--- src/rtl/nv_nvdla_sdp_rdma_pkg.sv ---
// Shared definitions for the SDP RDMA request path: requester ids,
// request/order payload layouts and round-robin index arithmetic.
package nv_nvdla_sdp_rdma_pkg;

    localparam int NUM_REQ = 3;

    localparam logic [1:0] ID_BS = 2'd0;
    localparam logic [1:0] ID_BN = 2'd1;
    localparam logic [1:0] ID_EW = 2'd2;

    localparam int RDMA_AW = 64;
    localparam int RDMA_SW = 15;

    // Request payload as carried on the *_req_pd buses: {size, addr}
    typedef struct packed {
        logic [RDMA_SW-1:0] size;
        logic [RDMA_AW-1:0] addr;
    } rdma_req_pd_t;

    // Order-FIFO entry consumed by the return path: {id, size}
    typedef struct packed {
        logic [1:0]         id;
        logic [RDMA_SW-1:0] size;
    } rdma_ord_pd_t;

    // Requester id offset by 'off' positions, modulo NUM_REQ
    function automatic logic [1:0] rr_add(input logic [1:0] id, input int unsigned off);
        logic [31:0] s;
        s = 32'(id) + off;
        return 2'(s % 32'(NUM_REQ));
    endfunction

endpackage

--- src/rtl/nv_nvdla_sdp_rdma_ord_fifo.sv ---
// Grant-order FIFO: records which requester was granted so the return
// path can steer read data to the matching unpacker. Head is readable
// combinationally; a pushed entry becomes visible the following cycle.
module nv_nvdla_sdp_rdma_ord_fifo
#(
    parameter int DEPTH = 16,
    parameter int DW    = 17
)(
    input  logic          nvdla_core_clk,
    input  logic          nvdla_core_rst,
    input  logic          push,
    input  logic [DW-1:0] push_pd,
    input  logic          pop,
    output logic [DW-1:0] pop_pd,
    output logic          full,
    output logic          empty
);

    localparam int PTRW = $clog2(DEPTH);

    // Pointers carry one extra wrap bit to tell full from empty
    logic [PTRW:0] wr_ptr_reg;
    logic [PTRW:0] rd_ptr_reg;
    logic [DW-1:0] mem [DEPTH];

    logic push_ok;
    logic pop_ok;

    assign empty   = (wr_ptr_reg == rd_ptr_reg);
    assign full    = (wr_ptr_reg[PTRW] != rd_ptr_reg[PTRW]) &&
                     (wr_ptr_reg[PTRW-1:0] == rd_ptr_reg[PTRW-1:0]);
    assign push_ok = push & ~full;
    assign pop_ok  = pop & ~empty;
    assign pop_pd  = mem[rd_ptr_reg[PTRW-1:0]];

    // Storage write; contents need no reset since pointers gate visibility
    always_ff @(posedge nvdla_core_clk) begin
        if (push_ok) begin
            mem[wr_ptr_reg[PTRW-1:0]] <= push_pd;
        end
    end

    // Pointer advance; pops on an empty FIFO are dropped
    always_ff @(posedge nvdla_core_clk) begin
        if (nvdla_core_rst) begin
            wr_ptr_reg <= '0;
            rd_ptr_reg <= '0;
        end else begin
            if (push_ok) wr_ptr_reg <= wr_ptr_reg + 1'b1;
            if (pop_ok)  rd_ptr_reg <= rd_ptr_reg + 1'b1;
        end
    end

endmodule

--- src/rtl/nv_nvdla_sdp_rdma_req_arb.sv ---
// SDP RDMA read-request arbiter: round-robin across BS/BN/EW, a grant
// needs latency-buffer credit for every atom of the request, and the
// grant order is logged for the return path.
module nv_nvdla_sdp_rdma_req_arb
    import nv_nvdla_sdp_rdma_pkg::*;
#(
    parameter int LAT_DEPTH = 256,
    parameter int ORD_DEPTH = 16,
    parameter int AW        = RDMA_AW,
    parameter int SW        = RDMA_SW,
    localparam int CW       = $clog2(LAT_DEPTH + 1)
)(
    input  logic             nvdla_core_clk,
    input  logic             nvdla_core_rst,
    input  logic             bs_req_pvld,
    output logic             bs_req_prdy,
    input  logic [AW+SW-1:0] bs_req_pd,
    input  logic             bn_req_pvld,
    output logic             bn_req_prdy,
    input  logic [AW+SW-1:0] bn_req_pd,
    input  logic             ew_req_pvld,
    output logic             ew_req_prdy,
    input  logic [AW+SW-1:0] ew_req_pd,
    output logic             dma_rd_req_pvld,
    input  logic             dma_rd_req_prdy,
    output logic [AW+SW-1:0] dma_rd_req_pd,
    input  logic             lat_pop,
    output logic             ord_pvld,
    input  logic             ord_prdy,
    output logic [2+SW-1:0]  ord_pd,
    output logic [CW-1:0]    credit_cnt
);

    localparam int PW = AW + SW;
    localparam int NW = SW + 1;                          // width of size+1
    localparam int MW = (NW > CW + 1) ? NW : CW + 1;     // credit arithmetic width

    logic [NUM_REQ-1:0] req_vld;
    logic [PW-1:0]      req_pd [NUM_REQ];
    logic [1:0]         cand_id [NUM_REQ];

    logic [1:0]    rr_ptr_reg;
    logic          lock_reg;
    logic [1:0]    locked_id_reg;
    logic          pvld_reg;
    logic [PW-1:0] pd_reg;
    logic [CW-1:0] credit_cnt_reg;
    logic [CW-1:0] credit_next;
    logic [MW-1:0] credit_sum;

    logic [1:0]    sel_id;
    logic          sel_vld;
    logic [1:0]    win_id;
    logic          win_vld;
    logic [PW-1:0] win_pd;
    logic [SW-1:0] win_size;
    logic [NW-1:0] win_need;
    logic          credit_ok;
    logic          out_free;
    logic          ord_full;
    logic          ord_empty;
    logic          grant;

    assign req_vld   = {ew_req_pvld, bn_req_pvld, bs_req_pvld};
    assign req_pd[0] = bs_req_pd;
    assign req_pd[1] = bn_req_pd;
    assign req_pd[2] = ew_req_pd;

    // Candidate order for this cycle: rr_ptr first, then the next ids
    for (genvar gi = 0; gi < NUM_REQ; gi++) begin : g_cand
        assign cand_id[gi] = rr_add(rr_ptr_reg, gi);
    end

    // First valid requester in round-robin order (scan backwards so the earliest wins)
    always_comb begin
        sel_id  = cand_id[0];
        sel_vld = 1'b0;
        for (int k = NUM_REQ - 1; k >= 0; k--) begin
            if (req_vld[cand_id[k]]) begin
                sel_id  = cand_id[k];
                sel_vld = 1'b1;
            end
        end
    end

    // A stalled winner stays locked so large requests can accumulate credit
    assign win_id    = lock_reg ? locked_id_reg : sel_id;
    assign win_vld   = lock_reg ? req_vld[locked_id_reg] : sel_vld;
    assign win_pd    = req_pd[win_id];
    assign win_size  = win_pd[PW-1:AW];
    assign win_need  = {1'b0, win_size} + NW'(1);
    assign credit_ok = MW'(win_need) <= MW'(credit_cnt_reg);
    assign out_free  = ~pvld_reg | dma_rd_req_prdy;
    assign grant     = ~nvdla_core_rst & win_vld & out_free & credit_ok & ~ord_full;

    assign bs_req_prdy = grant & (win_id == ID_BS);
    assign bn_req_prdy = grant & (win_id == ID_BN);
    assign ew_req_prdy = grant & (win_id == ID_EW);

    // Next credit: debit the granted atoms, credit one per returned atom, cap at full
    always_comb begin
        credit_sum = MW'(credit_cnt_reg) + MW'(lat_pop);
        if (grant) begin
            credit_sum = credit_sum - MW'(win_need);
        end
        if (credit_sum > MW'(LAT_DEPTH)) begin
            credit_next = CW'(LAT_DEPTH);
        end else begin
            credit_next = credit_sum[CW-1:0];
        end
    end

    // Single-register output stage toward the DMA
    always_ff @(posedge nvdla_core_clk) begin
        if (nvdla_core_rst) begin
            pvld_reg <= 1'b0;
            pd_reg   <= '0;
        end else if (grant) begin
            pvld_reg <= 1'b1;
            pd_reg   <= win_pd;
        end else if (dma_rd_req_prdy) begin
            pvld_reg <= 1'b0;
        end
    end

    // Round-robin pointer and winner lock
    always_ff @(posedge nvdla_core_clk) begin
        if (nvdla_core_rst) begin
            rr_ptr_reg    <= ID_BS;
            lock_reg      <= 1'b0;
            locked_id_reg <= ID_BS;
        end else if (grant) begin
            rr_ptr_reg <= rr_add(win_id, 1);
            lock_reg   <= 1'b0;
        end else if (win_vld && !lock_reg) begin
            lock_reg      <= 1'b1;
            locked_id_reg <= sel_id;
        end
    end

    // Latency-buffer credit counter
    always_ff @(posedge nvdla_core_clk) begin
        if (nvdla_core_rst) begin
            credit_cnt_reg <= CW'(LAT_DEPTH);
        end else begin
            credit_cnt_reg <= credit_next;
        end
    end

    nv_nvdla_sdp_rdma_ord_fifo #(
        .DEPTH (ORD_DEPTH),
        .DW    (2 + SW)
    ) u_ord_fifo (
        .nvdla_core_clk (nvdla_core_clk),
        .nvdla_core_rst (nvdla_core_rst),
        .push           (grant),
        .push_pd        ({win_id, win_size}),
        .pop            (ord_prdy),
        .pop_pd         (ord_pd),
        .full           (ord_full),
        .empty          (ord_empty)
    );

    assign dma_rd_req_pvld = pvld_reg;
    assign dma_rd_req_pd   = pd_reg;
    assign ord_pvld        = ~ord_empty;
    assign credit_cnt      = credit_cnt_reg;

    // A locked requester must keep its request up until it is granted
    a_lock_hold: assert property (@(posedge nvdla_core_clk) disable iff (nvdla_core_rst)
        lock_reg |-> req_vld[locked_id_reg]);

    // Returning an atom while all credit is already free is an upstream error
    a_pop_full: assert property (@(posedge nvdla_core_clk) disable iff (nvdla_core_rst)
        lat_pop |-> (credit_cnt_reg != CW'(LAT_DEPTH)));

    // A request larger than the whole latency buffer could never be granted
    for (genvar gi = 0; gi < NUM_REQ; gi++) begin : g_size_chk
        a_size_fits: assert property (@(posedge nvdla_core_clk) disable iff (nvdla_core_rst)
            req_vld[gi] |-> (MW'(req_pd[gi][PW-1:AW]) < MW'(LAT_DEPTH)));
    end

endmodule

--- config.mk ---
export PLATFORM = sky130hd
export DESIGN_NAME = nv_nvdla_sdp_rdma_req_arb
export DESIGN_NICKNAME = d
export VERILOG_FILES = /design/src/rtl/nv_nvdla_sdp_rdma_pkg.sv /design/src/rtl/nv_nvdla_sdp_rdma_ord_fifo.sv /design/src/rtl/nv_nvdla_sdp_rdma_req_arb.sv
export SDC_FILE = /design/constraint.sdc
export NUM_CORES = 1
export LEC_CHECK = 0
export ABC_AREA = 0
export BUFFER_PORTS_ARGS = -buffer_cell sky130_fd_sc_hd__buf_2
export CORE_ASPECT_RATIO = 2
export CORE_MARGIN = 2
export CORE_UTILIZATION = 45
export CTS_BUF_LIST = sky130_fd_sc_hd__clkbuf_16
export CTS_CLUSTER_SIZE = 24
export DETAILED_ROUTE_END_ITERATION = 10
export HOLD_SLACK_MARGIN = 0.06
export PLACE_DENSITY = 0.67
export RECOVER_POWER = 100
export SLEW_MARGIN = 25
export SYNTH_ARGS = -nofsm -noshare
export SYNTH_HDL_FRONTEND = slang
export SYNTH_SLANG_ARGS = --single-unit
export TNS_END_PERCENT = 1
--- constraint.sdc ---
create_clock -name nvdla_core_clk -period 7.75 [get_ports nvdla_core_clk]
set_input_delay 0.775 -clock nvdla_core_clk [delete_from_list [all_inputs] [get_ports nvdla_core_clk]]
set_output_delay 0.775 -clock nvdla_core_clk [all_outputs]
set_load 0.02 [all_outputs]
* Yosys cells after proc, flatten, opt, wreduce, memory -nomap -nowiden *
Memory sizes are Yosys's and may differ from the RTL's. A register that Yosys moved wholly into a read port is not among the register bits.
Cells that the tools add are included.
Widths: inputs -> output; s select.

storage, ports and cells
  flip-flop bits (word level) = 104
  RAM bits = 272
  bits of input ports = 245
  output and inout bits = 110
  logic and storage cells = 83
  memories kept = 1

operators by class
  add/sub/neg operators = 8
  div/mod/pow operators = 4
  magnitude comparators = 7
  eq/ne operators = 5
  multiplexer cells = 26
  bitwise operators = 16
  reductions and logical operators = 8

memory list
  name            words  bits a word  rd ports  clocked after Yosys merged registers in  write ports  line                              text
  u_ord_fifo.mem  16     17           1         1                                        1            nv_nvdla_sdp_rdma_ord_fifo.sv:24  logic [DW-1:0] mem [DEPTH];

operators by type and width
  kind                   number
  $bmux 79 s2            1
  $mux 79                2
  $mod 32x2->32 const B  3
  $mod 2x2->32 const B   1
  $add 15x1->16 const B  1
  $gt 16x9->1 const B    1
  $le 16x9->1            1
  $mux 16                1
  $sub 10x16->16         1
  $lt 2x3->1 const B     4
  $mux 1                 12
  $add 5x1->5 const B    2
  $add 9x1->10           1
  $and 1x1->1            9
  $bmux 1 s2             4
  $mux 2                 4
  $mux 4                 2
  $add 2x1->3 const B    2
  $eq 5x5->1             1
  $not 1->1              5
  $eq 4x4->1             1
  $reduce_or 2->1        2
  $add 2x2->3 const B    1
  $ge 3x3->1 const B     1
  10 further kinds       11

* Logic depth before layout (Yosys ltp) *
  word-level depth = 19
  mapped depth = 29
  depth with buffers taken out = 24

* Cells and area by module *
Synthesis repeated with hierarchy kept, for this count alone.

unflattened totals
  cell total of the unflattened synthesis = 1,398
  area, all modules = 17,883.4 µm²

by module, submodules not included
  module                      instances  cells an instance  area an instance (µm²)  sequential area each (µm²)
  nv_nvdla_sdp_rdma_ord_fifo  1          483                11,120.7                8,448.1
  nv_nvdla_sdp_rdma_req_arb   1          915                6,762.7                 1,881.8

* Worst setup path before layout *
Ideal clock, no wire load.

  kind = input -> register
  start = in bn_req_pvld
  end = mem u_ord_fifo.mem[3][0] (enable)
  setup time = 412 ps
  data arrival time = 6,801 ps
  data required time = 7,338 ps
  setup slack = 536 ps
  stages on the path = 24
  buffers on the path = 4
  path through = a21boi_1 o21a_1 nor2_1 a21o_4 buf_6 clkbuf_1 clkbuf_1 mux2i_1 o21ai_0 ha_1 and3_1 nand3_1 xnor2_1 ha_1 nand4_1 nor2_1 nand4_1 o21ai_0 o211ai_1 nor3_1 o211a_1 buf_2 nand3_1 nor3_1

on the way
  cells in the longest elaborated chain, start to end = 17

ends and longest elaborated chain
  element                                        line                              text
  from (decl)                                    nv_nvdla_sdp_rdma_req_arb.sv:18   input logic bn_req_pvld,
  $bmux 1 s2                                     nv_nvdla_sdp_rdma_req_arb.sv:79   if (req_vld[cand_id[k]]) begin
  $mux 1 (not written as such)                   nv_nvdla_sdp_rdma_req_arb.sv:79
  $mux 2 (2 in series)                           nv_nvdla_sdp_rdma_req_arb.sv:79
  $mux 2 *                                       nv_nvdla_sdp_rdma_req_arb.sv:79
  $mux 2 *                                       nv_nvdla_sdp_rdma_req_arb.sv:87   assign win_id = lock_reg ? locked_id_reg : sel_id;
  $not 2->3 (not written as such) *              nv_nvdla_sdp_rdma_req_arb.sv:89   assign win_pd = req_pd[win_id];
  $bmux 79 s2 *                                  nv_nvdla_sdp_rdma_req_arb.sv:89
  $mux 79 (not written as such) * (2 in series)  nv_nvdla_sdp_rdma_req_arb.sv:89
  via u_ord_fifo.push_pd[0]                      nv_nvdla_sdp_rdma_ord_fifo.sv:12  input logic [DW-1:0] push_pd,
  $add 15x1->16 *                                nv_nvdla_sdp_rdma_req_arb.sv:91   assign win_need = {1'b0, win_size} + NW'(1);
  $le 16x9->1 *                                  nv_nvdla_sdp_rdma_req_arb.sv:92   assign credit_ok = MW'(win_need) <= MW'(credit_cnt_reg);
  $and 1x1->1 * (2 in series)                    nv_nvdla_sdp_rdma_req_arb.sv:94   assign grant = ~nvdla_core_rst & win_vld & out_free & credit_ok & ~ord_full;
  $and 1x1->1 *                                  nv_nvdla_sdp_rdma_ord_fifo.sv:32  assign push_ok = push & ~full;
  $mux 1 *                                       nv_nvdla_sdp_rdma_ord_fifo.sv:38  if (push_ok) begin
  $mux 1 (not written as such) *                 nv_nvdla_sdp_rdma_ord_fifo.sv:39  mem[wr_ptr_reg[PTRW-1:0]] <= push_pd;
  to (decl)                                      nv_nvdla_sdp_rdma_ord_fifo.sv:24

The timed path passes the listed nets; every way through them passes the cells marked *. The select of a mux whose other input is x is not followed.

* Worst setup path in the final report *
  start = reg rr_ptr_reg[0]
  end = out bn_req_prdy

on the way
  cells in the longest elaborated chain, start to end = 17

ends and longest elaborated chain
  element                                        line                              text
  from (decl)                                    nv_nvdla_sdp_rdma_req_arb.sv:42   logic [1:0] rr_ptr_reg;
  from (signal assigned)                         nv_nvdla_sdp_rdma_req_arb.sv:133  rr_ptr_reg <= rr_add(win_id, 1);
  $add 2x2->3                                    nv_nvdla_sdp_rdma_pkg.sv:29       s = 32'(id) + off;
  $mod 32x2->32                                  nv_nvdla_sdp_rdma_pkg.sv:30       return 2'(s % 32'(NUM_REQ));
  $bmux 1 s2                                     nv_nvdla_sdp_rdma_req_arb.sv:79
  $mux 1 (not written as such)                   nv_nvdla_sdp_rdma_req_arb.sv:79
  $mux 2 (2 in series)                           nv_nvdla_sdp_rdma_req_arb.sv:79
  $mux 2 *                                       nv_nvdla_sdp_rdma_req_arb.sv:79
  $mux 2 *                                       nv_nvdla_sdp_rdma_req_arb.sv:87
  $not 2->3 (not written as such) *              nv_nvdla_sdp_rdma_req_arb.sv:89
  $bmux 79 s2 *                                  nv_nvdla_sdp_rdma_req_arb.sv:89
  $mux 79 (not written as such) * (2 in series)  nv_nvdla_sdp_rdma_req_arb.sv:89
  via u_ord_fifo.push_pd[2]                      nv_nvdla_sdp_rdma_ord_fifo.sv:12
  $add 15x1->16 *                                nv_nvdla_sdp_rdma_req_arb.sv:91
  $le 16x9->1 *                                  nv_nvdla_sdp_rdma_req_arb.sv:92
  $and 1x1->1 * (2 in series)                    nv_nvdla_sdp_rdma_req_arb.sv:94
  $and 1x1->1 *                                  nv_nvdla_sdp_rdma_req_arb.sv:97   assign bn_req_prdy = grant & (win_id == ID_BN);
  to (decl)                                      nv_nvdla_sdp_rdma_req_arb.sv:19   output logic bn_req_prdy,

Marks and branches as above.

==> impl.org <==
** Setup path
- Sort of element at the end of the critical path :: output port
- Endpoint of the most critical setup path :: bn_req_prdy
- The worst setup path is launched from a flip-flop.
- For flop-to-flop paths, the worst setup slack is 590 ps.
- The critical path starts at rr_ptr_reg[0].
- Crit Path Category :: reg2out
- Maximum fanout along the worst path :: 30
- R2r worst-path depth :: 24
- In this run the critical register-to-register path is captured at u_ord_fifo.mem[1][14].
- Data on the critical path is required at its endpoint by between 6000 and 7000 ps.
- In this run the critical register-to-register path is launched from rr_ptr_reg[0].
- Arrival time at the worst endpoint :: about 6500 ps

** Run status
- Violations in the final reports :: max-capacitance violations, max-slew violations
- The run finished, with violations left.

** Floorplanning
- 355 I/O pins were placed.
- From left edge to right edge, the die measures between 100 and 150 um.
- The floorplan has between 100 and 150 rows.
- Die H :: ~280 um
- The initial utilization of the core area, before any placement, comes to 45.5%.
- Area of the core :: about 0.039 mm^2
- The die covers between 0.04 and 0.05 mm^2.

** Pwr
- Summed over all cells, the static leakage comes to around 7.3 nW.
- The internal power of the cells totals about 3.2 mW.
- The clock network burns 36.0% of the power.
- VDD IR-drop max :: approximately 0.15 mV
- Per report_power, the sequential group accounts for 51.3% of the total.
- Net switching is around 25% of the power.
- Sw Pwr :: around 1.1 mW
- Combinational share of power :: 12.7%
- In this run the power density over the cells is roughly 210 mW/mm^2.

** Hold path
- Hold/Removal Path Class :: reg2reg

** Synthesis
- Dividing the synthesized area by the synthesized cell count gives 12.5 um^2.
- Netlist Area Pre-Place :: approximately 0.018 mm^2
- In the synthesized netlist, the number of instances is 1402.
- Syn_nets :: around 1700
- Yosys reg bits :: 380
- Summed over its instances, the top area cell type makes up a little under half of the synthesized netlist area.
- Of all cell types, the one taking the most synthesized area is sky130_fd_sc_hd__edfxtp_1.
- Number of warnings issued by yosys :: 0
- Largest cells by area after synthesis :: sky130_fd_sc_hd__edfxtp_1 46%, sky130_fd_sc_hd__dfxtp_1 12%, sky130_fd_sc_hd__mux4_2 11%
- Primary flip-flop cell chosen by synthesis mapping :: sky130_fd_sc_hd__edfxtp_1
- Yosys mapped a number of flops with a built-in enable equal to 272.
- Sequential-to-total area share from yosys stat :: 58.7%
- Count of unique library cells instantiated by Yosys :: slightly above 70
- After synthesis, the share of flip-flops with an asynchronous set or reset is 0%.

** Placement
- During placement, the flow inserted port buffers numbering 354.
- Routability-driven placement finished with a final weighted congestion of 0.983.
- In this run, placement finished with an instance count of 2217.
- Placement Setup Slack :: around 800 ps
- Detailed placement HPWL :: about 37 mm
- Summing all placed instances gives a cell area of ~0.020 mm^2.

** Clock network
- The tree built by TritonCTS fans out to 380 sinks.
- Clk root buf :: sky130_fd_sc_hd__clkbuf_16
- The longest clock path from root to sink contains 3 buffers.
- Clock-pin slew on the worst setup and hold paths :: around 70 ps
- Inserted Clock Buffers :: 31
- Number of buffers inserted by hold repair at cts :: 0
- TritonCTS built the clock tree.
- Number of H-tree branching levels :: 1
- The later pin in the worst-skew pair is clocked with a latency of 590 ps.

** Drt
- Via count normalized by instance count :: 5.69
- The routed design has between 50 and 60 mm of wire.
- In this run, the number of DRC markers left after iteration 0 of detailed routing was 872.
- Wire length per cell after detailed routing :: around 23 um
- Total DRC errors in the routed layout :: 0
- The pre-antenna-repair detailed-routing pass consisted of 7 iterations.
- Via total after detailed routing :: 12900
- Final ANT Viol Nets :: 0

** Layout
- Share of post-route cells with drive strength above 1 :: between 20% and 30%
- Area of all placed cells without fillers :: roughly 0.021 mm^2
- The filler cells instantiated in the layout total 3315.
- In the final layout, the multi-input gates occupy 0.00671 mm^2.
- Cells fill between 50% and 60% of the core in the end.
- P&R area growth vs syn :: 18.1%
- Number of flip-flops in the largest register :: between 200 and 300
- The repair_antennas step left the layout with diodes totalling 0.
- The library cell used most frequently in the layout, excluding fill and tap cells, is sky130_fd_sc_hd__edfxtp_1.
- Registers take slightly above 0.01 mm^2.
- In the layout the commonest cells are 272 x sky130_fd_sc_hd__edfxtp_1, 248 x sky130_fd_sc_hd__buf_2, 225 x sky130_fd_sc_hd__a21oi_1.
- In the final design database the tool counted about 2000 nets.
- After the flow finishes, the layout carries non-filler instances totaling between 2000 and 2500.

** STA
- Slew Viols, Final :: 87
- Based on the critical path, the design can be clocked at up to 0.138 GHz.
- Worst Skew :: ~22 ps
- Tcrit/Tclk final :: between 90% and 100%
- Final critical-path required period :: 7270 ps
- Final critical-path setup slack :: 483 ps
- The worst pin sits at a relative slew slack of -94.1%.
- Final-report setup violation count :: 0
- Final-layout setup total negative slack :: 0 ps
- Slew @ Worst Pin :: around 2900 ps
- Unrepaired setup endpoints after global routing :: false
- Final-report hold violation count :: 0

** Global route
- The number of antenna violations at the first check in global routing was 0.
- Leftover overflow at the end of global routing :: 0
- Vias in the first global route :: approximately 13000
- GRT Util Overall :: approximately 25%
- First-pass GRT wire length :: roughly 78 mm
- Pin count of the biggest net entering global routing :: 70

** Flow run
- Max-Cap Viols :: 2
==> metal layers <==
layer / wire length, um / up-vias / GRT usage [%] / part of all wire [%]
met3: 2820 / 117 / 3.51 / 5.5
met4: 2570 / 0 / 11.5 / 5.0
met5: 0 / - / 0 / 0
li1: - / 5986 / - / -
met1: 17600 / 6306 / 27.2 / 34
met2: 28700 / 535 / 47.8 / 56
==> power groups by stage <==
stage                     combinational [mW]  sequential (mW)  clock (mW)
after floorplan                        0.322             2.28           0
after global placement                 0.538             2.28           0
after detailed placement               0.549             2.28           0
after CTS                              0.551             2.23        1.60
after global routing                   0.602             2.23        1.67
final                                  0.552             2.23        1.57
==> through the flow <==
step	hold slack (ps)	power, mW
final	474	4.35
after global routing	492	4.50
after CTS	474	4.38
after detailed placement	463	2.83
after global placement	461	2.82
after floorplan	465	2.60
==> cell usage after synthesis (all sizes together), types with 2 or more instances <==
cell     number
inv          44
or4           4
a21boi        4
o21ai        30
o22ai         9
o21a          4
and3         26
a211oi       70
a21o          3
a32oi         2
o31a          3
mux2i        18
nor2b         7
a31oi         2
nor3         24
and2          4
nand2b        7
xnor2        15
mux2          5
a2bb2oi       2
a211o         2
clkbuf       66
nand2       168
ha           34
o2bb2ai       5
dfxtp       108
a21oi       226
nand4         8
a32o          2
edfxtp      272
o211a         2
o31ai         2
nor3b         8
and4          2
nor2         36
nand3        20
or3           2
nor4          3
xor2         13
mux4         85
buf          35
o211ai        6
==> worst min-delay path by stage <==
stage / startpoint / endpoint / cells after the start
floorplan: u_ord_fifo.wr_ptr_reg[4] / u_ord_fifo.wr_ptr_reg[4] / 2
global placement: dma_rd_req_pd[74] / dma_rd_req_pd[74] / 1
detailed placement: dma_rd_req_pd[76] / dma_rd_req_pd[76] / 1
CTS: dma_rd_req_pd[78] / dma_rd_req_pd[78] / 1
global route: dma_rd_req_pd[75] / dma_rd_req_pd[75] / 1
finish: dma_rd_req_pd[75] / dma_rd_req_pd[75] / 1
==> final cells by class <==
cell class | instances | area share [%]
multi-input cells | 877 | 32.3
clock inverters | 26 | 1.11
well taps | 520 | 3.13
repair buffers | 396 | 9.14
inverters | 44 | 0.801
flip-flops and latches | 380 | 49.8
clock buffers | 31 | 3.74
==> logic make-up after synthesis <==
logic type	after synthesis	share of synthesized area, %
xor+xnor	28	1.39
simple gates	325	8.69
fa+ha+maj	35	2.53
flops	380	58.7
buf+inv	145	3.39
compound gates	381	13.0
mux	108	12.3
==> critical path: stages (launching register included) <==
cell	delay, ps
sky130_fd_sc_hd__dfxtp_1	350
sky130_fd_sc_hd__inv_1	70
sky130_fd_sc_hd__ha_1	380
sky130_fd_sc_hd__or2_1	140
sky130_fd_sc_hd__a32oi_2	140
sky130_fd_sc_hd__o21ai_0	240
sky130_fd_sc_hd__o211a_1	450
sky130_fd_sc_hd__clkinv_2	470
sky130_fd_sc_hd__buf_4	390
sky130_fd_sc_hd__o21ai_1	170
sky130_fd_sc_hd__buf_4	270
sky130_fd_sc_hd__o21a_1	200
sky130_fd_sc_hd__xor2_1	240
sky130_fd_sc_hd__ha_1	310
sky130_fd_sc_hd__o21ai_0	90
sky130_fd_sc_hd__a21oi_1	60
sky130_fd_sc_hd__o21ai_0	230
sky130_fd_sc_hd__a21oi_1	110
sky130_fd_sc_hd__o21ai_0	330
sky130_fd_sc_hd__o211ai_1	140
sky130_fd_sc_hd__nor3_1	300
sky130_fd_sc_hd__o211a_4	410
sky130_fd_sc_hd__and3_1	230
sky130_fd_sc_hd__buf_2	180
==> repair_timing <==
action | in CTS | in global routing
endpoints found under the setup margin | 0 | 3
buffers inserted | 0 | 0
resized for setup | 0 | 2
endpoints found under the hold margin | 0 | 0
Power figures use the tool's default switching activity.
